==> config.mk <==
export PLATFORM = sky130hd
export DESIGN_NAME = ofmap_output_controller
export DESIGN_NICKNAME = d
export VERILOG_FILES = /design/src/rtl/ofmap_output_controller_pkg.sv /design/src/rtl/ofmap_output_controller_addr_gen.sv /design/src/rtl/ofmap_output_controller.sv
export SDC_FILE = /design/constraint.sdc
export NUM_CORES = 1
export LEC_CHECK = 0
export CELL_PAD_IN_SITES_DETAIL_PLACEMENT = 1
export CELL_PAD_IN_SITES_GLOBAL_PLACEMENT = 1
export CORE_MARGIN = 10
export CORE_UTILIZATION = 30
export DETAILED_ROUTE_END_ITERATION = 6
export PLACE_DENSITY = 0.73
export SLEW_MARGIN = 10
export SYNTH_ARGS = -nofsm -noshare
export SYNTH_HDL_FRONTEND = slang
export SYNTH_SLANG_ARGS = --single-unit
==> constraint.sdc <==
create_clock -name clk -period 19 [get_ports clk]
set_input_delay 1.9 -clock clk [delete_from_list [all_inputs] [get_ports clk]]
set_output_delay 1.9 -clock clk [all_outputs]
set_load 0.02 [all_outputs]
==> src/rtl/ofmap_output_controller_pkg.sv <==
// Shared types for the ofmap output path: transmit FSM encoding and a
// small width helper for lane indices.
package custom_types;

  typedef enum logic [2:0] {
    OUT_IDLE    = 3'd0,
    OUT_WAIT    = 3'd1,
    OUT_READ    = 3'd2,
    OUT_CAPTURE = 3'd3,
    OUT_SEND    = 3'd4,
    OUT_DONE    = 3'd5
  } ofmap_out_state_t;

  // Index width that stays legal when a word holds a single lane.
  function automatic int idx_width(input int n);
    return (n > 1) ? $clog2(n) : 1;
  endfunction

endpackage

==> src/rtl/ofmap_output_controller_addr_gen.sv <==
// Word address counter for the read bank: holds the tile word count N and
// flags when the current address is the final word of the tile.
module output_read_addr_gen #(
  parameter int CONFIG_WIDTH    = 32,
  parameter int BANK_ADDR_WIDTH = 32
) (
  input  logic                       clk,
  input  logic                       rst,
  input  logic                       addr_enable,
  input  logic                       config_enable,
  input  logic [CONFIG_WIDTH-1:0]    config_data,
  input  logic                       clear,
  output logic [BANK_ADDR_WIDTH-1:0] addr,
  output logic                       reading_last_data
);

  logic [CONFIG_WIDTH-1:0]    n_q, n_d;
  logic [BANK_ADDR_WIDTH-1:0] addr_q, addr_d;

  always_comb begin
    n_d    = n_q;
    addr_d = addr_q;
    if (config_enable) n_d = config_data;
    if (clear) begin
      addr_d = '0;
    end else if (addr_enable) begin
      addr_d = addr_q + BANK_ADDR_WIDTH'(1);
    end
  end

  always_ff @(posedge clk or posedge rst) begin
    if (rst) begin
      n_q    <= '0;
      addr_q <= '0;
    end else begin
      n_q    <= n_d;
      addr_q <= addr_d;
    end
  end

  assign addr              = addr_q;
  assign reading_last_data = (CONFIG_WIDTH'(addr_q) == (n_q - CONFIG_WIDTH'(1)));

endmodule

==> src/rtl/ofmap_output_controller.sv <==
// Drains one tile from the ofmap read bank and serializes each buffer word
// lane by lane onto a valid/ready stream, pulsing read_bank_done per tile.
module ofmap_output_controller
  import custom_types::*;
#(
  parameter int OC0             = 4,
  parameter int DATA_WIDTH      = 32,
  parameter int CONFIG_WIDTH    = 32,
  parameter int BANK_ADDR_WIDTH = 32,
  parameter int COUNTER_WID     = 16
) (
  input  logic                       clk,
  input  logic                       rst,
  input  logic                       config_enable,
  input  logic [CONFIG_WIDTH-1:0]    config_data,
  input  logic                       read_bank_ready,
  output logic                       ren,
  output logic [BANK_ADDR_WIDTH-1:0] raddr,
  input  logic [OC0*DATA_WIDTH-1:0]  rdata,
  output logic [DATA_WIDTH-1:0]      output_dat,
  output logic                       output_vld,
  input  logic                       output_rdy,
  output logic                       read_bank_done,
  output logic [COUNTER_WID-1:0]     tile_count,
  output logic [2:0]                 dbg_state
);

  localparam int IDX_W = idx_width(OC0);

  ofmap_out_state_t          state_q, state_d;
  logic [OC0*DATA_WIDTH-1:0] word_q, word_d;
  logic [IDX_W-1:0]          idx_q, idx_d;
  logic [COUNTER_WID-1:0]    tile_q, tile_d;
  logic                      addr_inc, addr_clear, cfg_load, cfg_valid, last_word;

  assign cfg_valid = config_enable && (config_data != '0);

  output_read_addr_gen #(
    .CONFIG_WIDTH    (CONFIG_WIDTH),
    .BANK_ADDR_WIDTH (BANK_ADDR_WIDTH)
  ) u_addr_gen (
    .clk               (clk),
    .rst               (rst),
    .addr_enable       (addr_inc),
    .config_enable     (cfg_load),
    .config_data       (config_data),
    .clear             (addr_clear),
    .addr              (raddr),
    .reading_last_data (last_word)
  );

  // Stream handshake: a lane moves on a rising edge where output_vld and
  // output_rdy are both high; while vld is high and rdy low, nothing changes.
  always_comb begin
    state_d    = state_q;
    word_d     = word_q;
    idx_d      = idx_q;
    tile_d     = tile_q;
    addr_inc   = 1'b0;
    addr_clear = 1'b0;
    cfg_load   = 1'b0;
    case (state_q)
      OUT_IDLE: begin
        if (cfg_valid) begin
          cfg_load = 1'b1;
          state_d  = OUT_WAIT;
        end
      end
      OUT_WAIT: begin
        if (cfg_valid) cfg_load = 1'b1;
        if (read_bank_ready) begin
          addr_clear = 1'b1;
          state_d    = OUT_READ;
        end
      end
      OUT_READ: state_d = OUT_CAPTURE;
      OUT_CAPTURE: begin
        word_d  = rdata;
        idx_d   = '0;
        state_d = OUT_SEND;
      end
      OUT_SEND: begin
        if (output_rdy) begin
          if (idx_q == IDX_W'(OC0 - 1)) begin
            if (last_word) begin
              state_d = OUT_DONE;
            end else begin
              addr_inc = 1'b1;
              state_d  = OUT_READ;
            end
          end else begin
            idx_d  = idx_q + IDX_W'(1);
            word_d = word_q >> DATA_WIDTH;
          end
        end
      end
      OUT_DONE: begin
        tile_d     = tile_q + COUNTER_WID'(1);
        addr_clear = 1'b1;
        state_d    = OUT_WAIT;
      end
      default: state_d = OUT_IDLE;
    endcase
  end

  always_ff @(posedge clk or posedge rst) begin
    if (rst) begin
      state_q <= OUT_IDLE;
      word_q  <= '0;
      idx_q   <= '0;
      tile_q  <= '0;
    end else begin
      state_q <= state_d;
      word_q  <= word_d;
      idx_q   <= idx_d;
      tile_q  <= tile_d;
    end
  end

  // Lane 0 sits in the low bits; the word shifts down as lanes are taken.
  assign ren            = (state_q == OUT_READ);
  assign output_vld     = (state_q == OUT_SEND);
  assign output_dat     = output_vld ? word_q[DATA_WIDTH-1:0] : '0;
  assign read_bank_done = (state_q == OUT_DONE);
  assign tile_count     = tile_q;
  assign dbg_state      = state_q;

endmodule

==> results.ini <==
[synth]
netlist_area_sq_um = 10900
ys_warn_count = 0
synth_cell_types = 65
synth_cells = 1074
syn_area_per_cell_sq_um = 10.2
synth_fp_nets = 1243
ys_ff_latch = 213
synth_edf_count = 0
synth_flop_cell = dfrtp_1
seq_area_frac_synth = 0.488
postSynth.asyncResetShare = 1.00

[sta]
rsz0062_at_grt = false
clock_skew_ns = 0.0177
maxSlewHeadroom = 0.265
worstMarginPinSlew_ns = 1.10
setup_violations = 0
period_minus_slack_ns = 6.21
finalCritPeriodShare = 0.327
fin_setup_tns_ns = 0
clock.fmax_ghz = 0.161
maxSlewViolCount = 0
hold_violations = 0

[worst_setup_path]
crit_fanout = 63
cpPeakStageDelay_ns = 0.76
cp.required_ns = 17.10
arrival_ns = 4.31
startpoint_type = flip-flop
worst-setup-path-type = flip-flop to output pin
crit_family = buffers and inverters
crit_path_top_delay_cell = buf_4
rrSetupSlack_ns = 14.64
worstPathCellList = or3b_4 -> inv_4 -> buf_4 -> and2_1 -> clkdlybuf4s50_1
cp.buffers_inverters = 3
endpoint_kind = output pin

[die]
start_util = 0.305
die-area_sq_um = 44400
fp.dieW_um = 211
die_h_um = 211
rows = 69
core_area_sq_um = 35700
ios = 251

[power_and_ir_drop]
total_power_mw = 1.89
leakage_nw = 6.29
vdd_drop_max_mv = 0.0743
cellPowerDensity_nw_per_um2 = 128

[drt]
met3_length_um = 3030
firstDrtPassIters = 4
drt_first_iter_violations = 451
via_per_inst = 5.10
wl_per_cell_um = 19.6
antenna_left = 0
drc_errors = 0
wl_met2_um = 16200
top_layer_used = met5
wl_met1_um = 15100
wl_um = 34900
dr_total_vias = 9050

[layout]
register_area_sq_um = 5330
final_cell_mix = clkdlybuf4s50_1, dfrtp_1, nand2_1, mux2i_1, o21ai_0
n_fill_cell = 4026
finalNetCount = 1460
layout-drive-gt1-share = 0.0824
multi_input_area_sq_um = 5300
area.growth.synth_to_final_pct = 34.7
final_common_cell = clkdlybuf4s50_1

[cts]
numCtsBuffers = 26
postCtsHoldBufs = 0
cts_resized = 0
cts_tree = yes
cts_buffer_depth = 3
clock_sinks = 213
cts.htree.levels = 1
clk-insertion-delay-late_ns = 0.55
cts_root_buf = clkbuf_16
cts_setup_buffers = 0
clkTransAtPathRegs_ns = 0.06

[worst_hold_path]
worstHoldPathType = flip-flop to flip-flop

[global_route]
antenna_found_initial = 7
grt_pass1_vias = 9816
grt-ovfl-total = 0
grt_max_degree = 119
track_usage = 0.154
grt_pass1_wl_um = 55600

[status]
status = completed

[place]
place_congestion = 0.834
port_buffers = 250
detailed_place_hpwl_um = 25100

[run]
cap_violations = 0

-- worst reg2reg max path, delay by kind of cell, from the launching register on --
family / cells / cell delay (ns)
AND/OR/NAND/NOR: 6 / 2.58
buffers and inverters: 1 / 0.10
flip-flops: 1 / 0.47
adder cells (fa/ha/maj): 1 / 0.26
AO/OA/AOI/OAI: 2 / 0.85
-- sequential cells by signal (all words and copies together) (netlist names) --
name and cells:
u_addr_gen.addr 32, dbg_state 3, idx_q 2, tile_count 16
u_addr_gen.n_q 32, word_q 128
-- through the flow --
stage                     area (sq um)  utilization  hold slack, ns  std cells  setup slack (ns)
after floorplan                  10900            -           0.442       1074             11.28
after global placement           13800        0.386           0.456       1724             13.40
after detailed placement         13800        0.386           0.462       1724             13.27
after CTS                        14700        0.411           0.475       1772             12.66
after global routing             14700        0.411           0.501       1772             12.51
final                            14700        0.411           0.469       1776             12.79
-- worst paths after layout --
kind	from	end	cells after the start
max	dbg_state[2]	output_dat[16]	5
max reg2reg	u_addr_gen.n_q[0]	dbg_state[1]	10
min in group asynchronous	rst	u_addr_gen.n_q[31]	2
min reg2reg	word_q[2]	word_q[2]	2
max in group asynchronous	rst	word_q[100]	3
min	word_q[2]	word_q[2]	2
-- synth_stat cells (3+ instances only) --
cell	count	area, sq um
a22o_1	32	280
mux2i_1	112	1120
and3_1	11	68.8
clkbuf_1	52	195
nand4b_1	6	52.6
nor2b_1	8	50.1
nor3b_1	3	22.5
nand2_1	145	544
or3_1	8	50.1
inv_1	8	30.0
o21ai_0	111	556
a21oi_1	13	65.1
o31ai_1	3	22.5
or4_1	12	90.1
a21o_1	3	22.5
a41o_1	4	40.0
nor3_1	18	90.1
xor2_1	18	158
o211ai_1	5	37.5
dfrtp_1	213	5330
buf_1	13	48.8
xnor2_1	37	324
nand4_1	20	125
nor4_1	18	113
nor2_1	41	154
mux2_2	35	394
nand3_1	19	95.1
nor4b_1	3	26.3
a31oi_1	8	50.1
ha_1	4	50.1
and2_1	39	244
nand2b_1	9	56.3
-- report_power, final --
part,internal (mW),total [mW],switching [mW]
combinational,0.283,0.611,0.328
sequential,0.624,0.768,0.144
clock,0.306,0.509,0.203
-- per-layer routing --
| layer | vias up | global-route usage |
|---|---|---|
| li1 | 4281 | - |
| met1 | 4480 | 0.188 |
| met2 | 236 | 0.253 |
| met3 | 43 | 0.0613 |
| met4 | 10 | 0.0267 |
| met5 | - | 0 |
-- area by class of cell --
type / instances / share of cell area
Inverter: 9 / 0.00298
Timing Repair Buffer: 258 / 0.174
Tap cell: 461 / 0.0392
Sequential cell: 213 / 0.363
Clock inverter: 11 / 0.00817
Multi-Input combinational cell: 783 / 0.360
Antenna cell: 4 / 0.000681
Clock buffer: 37 / 0.0518
-- logic make-up after synthesis --
logic type,Yosys count,share of synthesized area
AOI/OAI and AO/OA,200,0.117
and+or+nand+nor,376,0.178
xor gates and xnor gates,55,0.0441
buffers and inverters,78,0.0287
DFF,213,0.488
muxes,148,0.140
adders and majority gates,4,0.00458
Power figures use the tool's default switching activity.
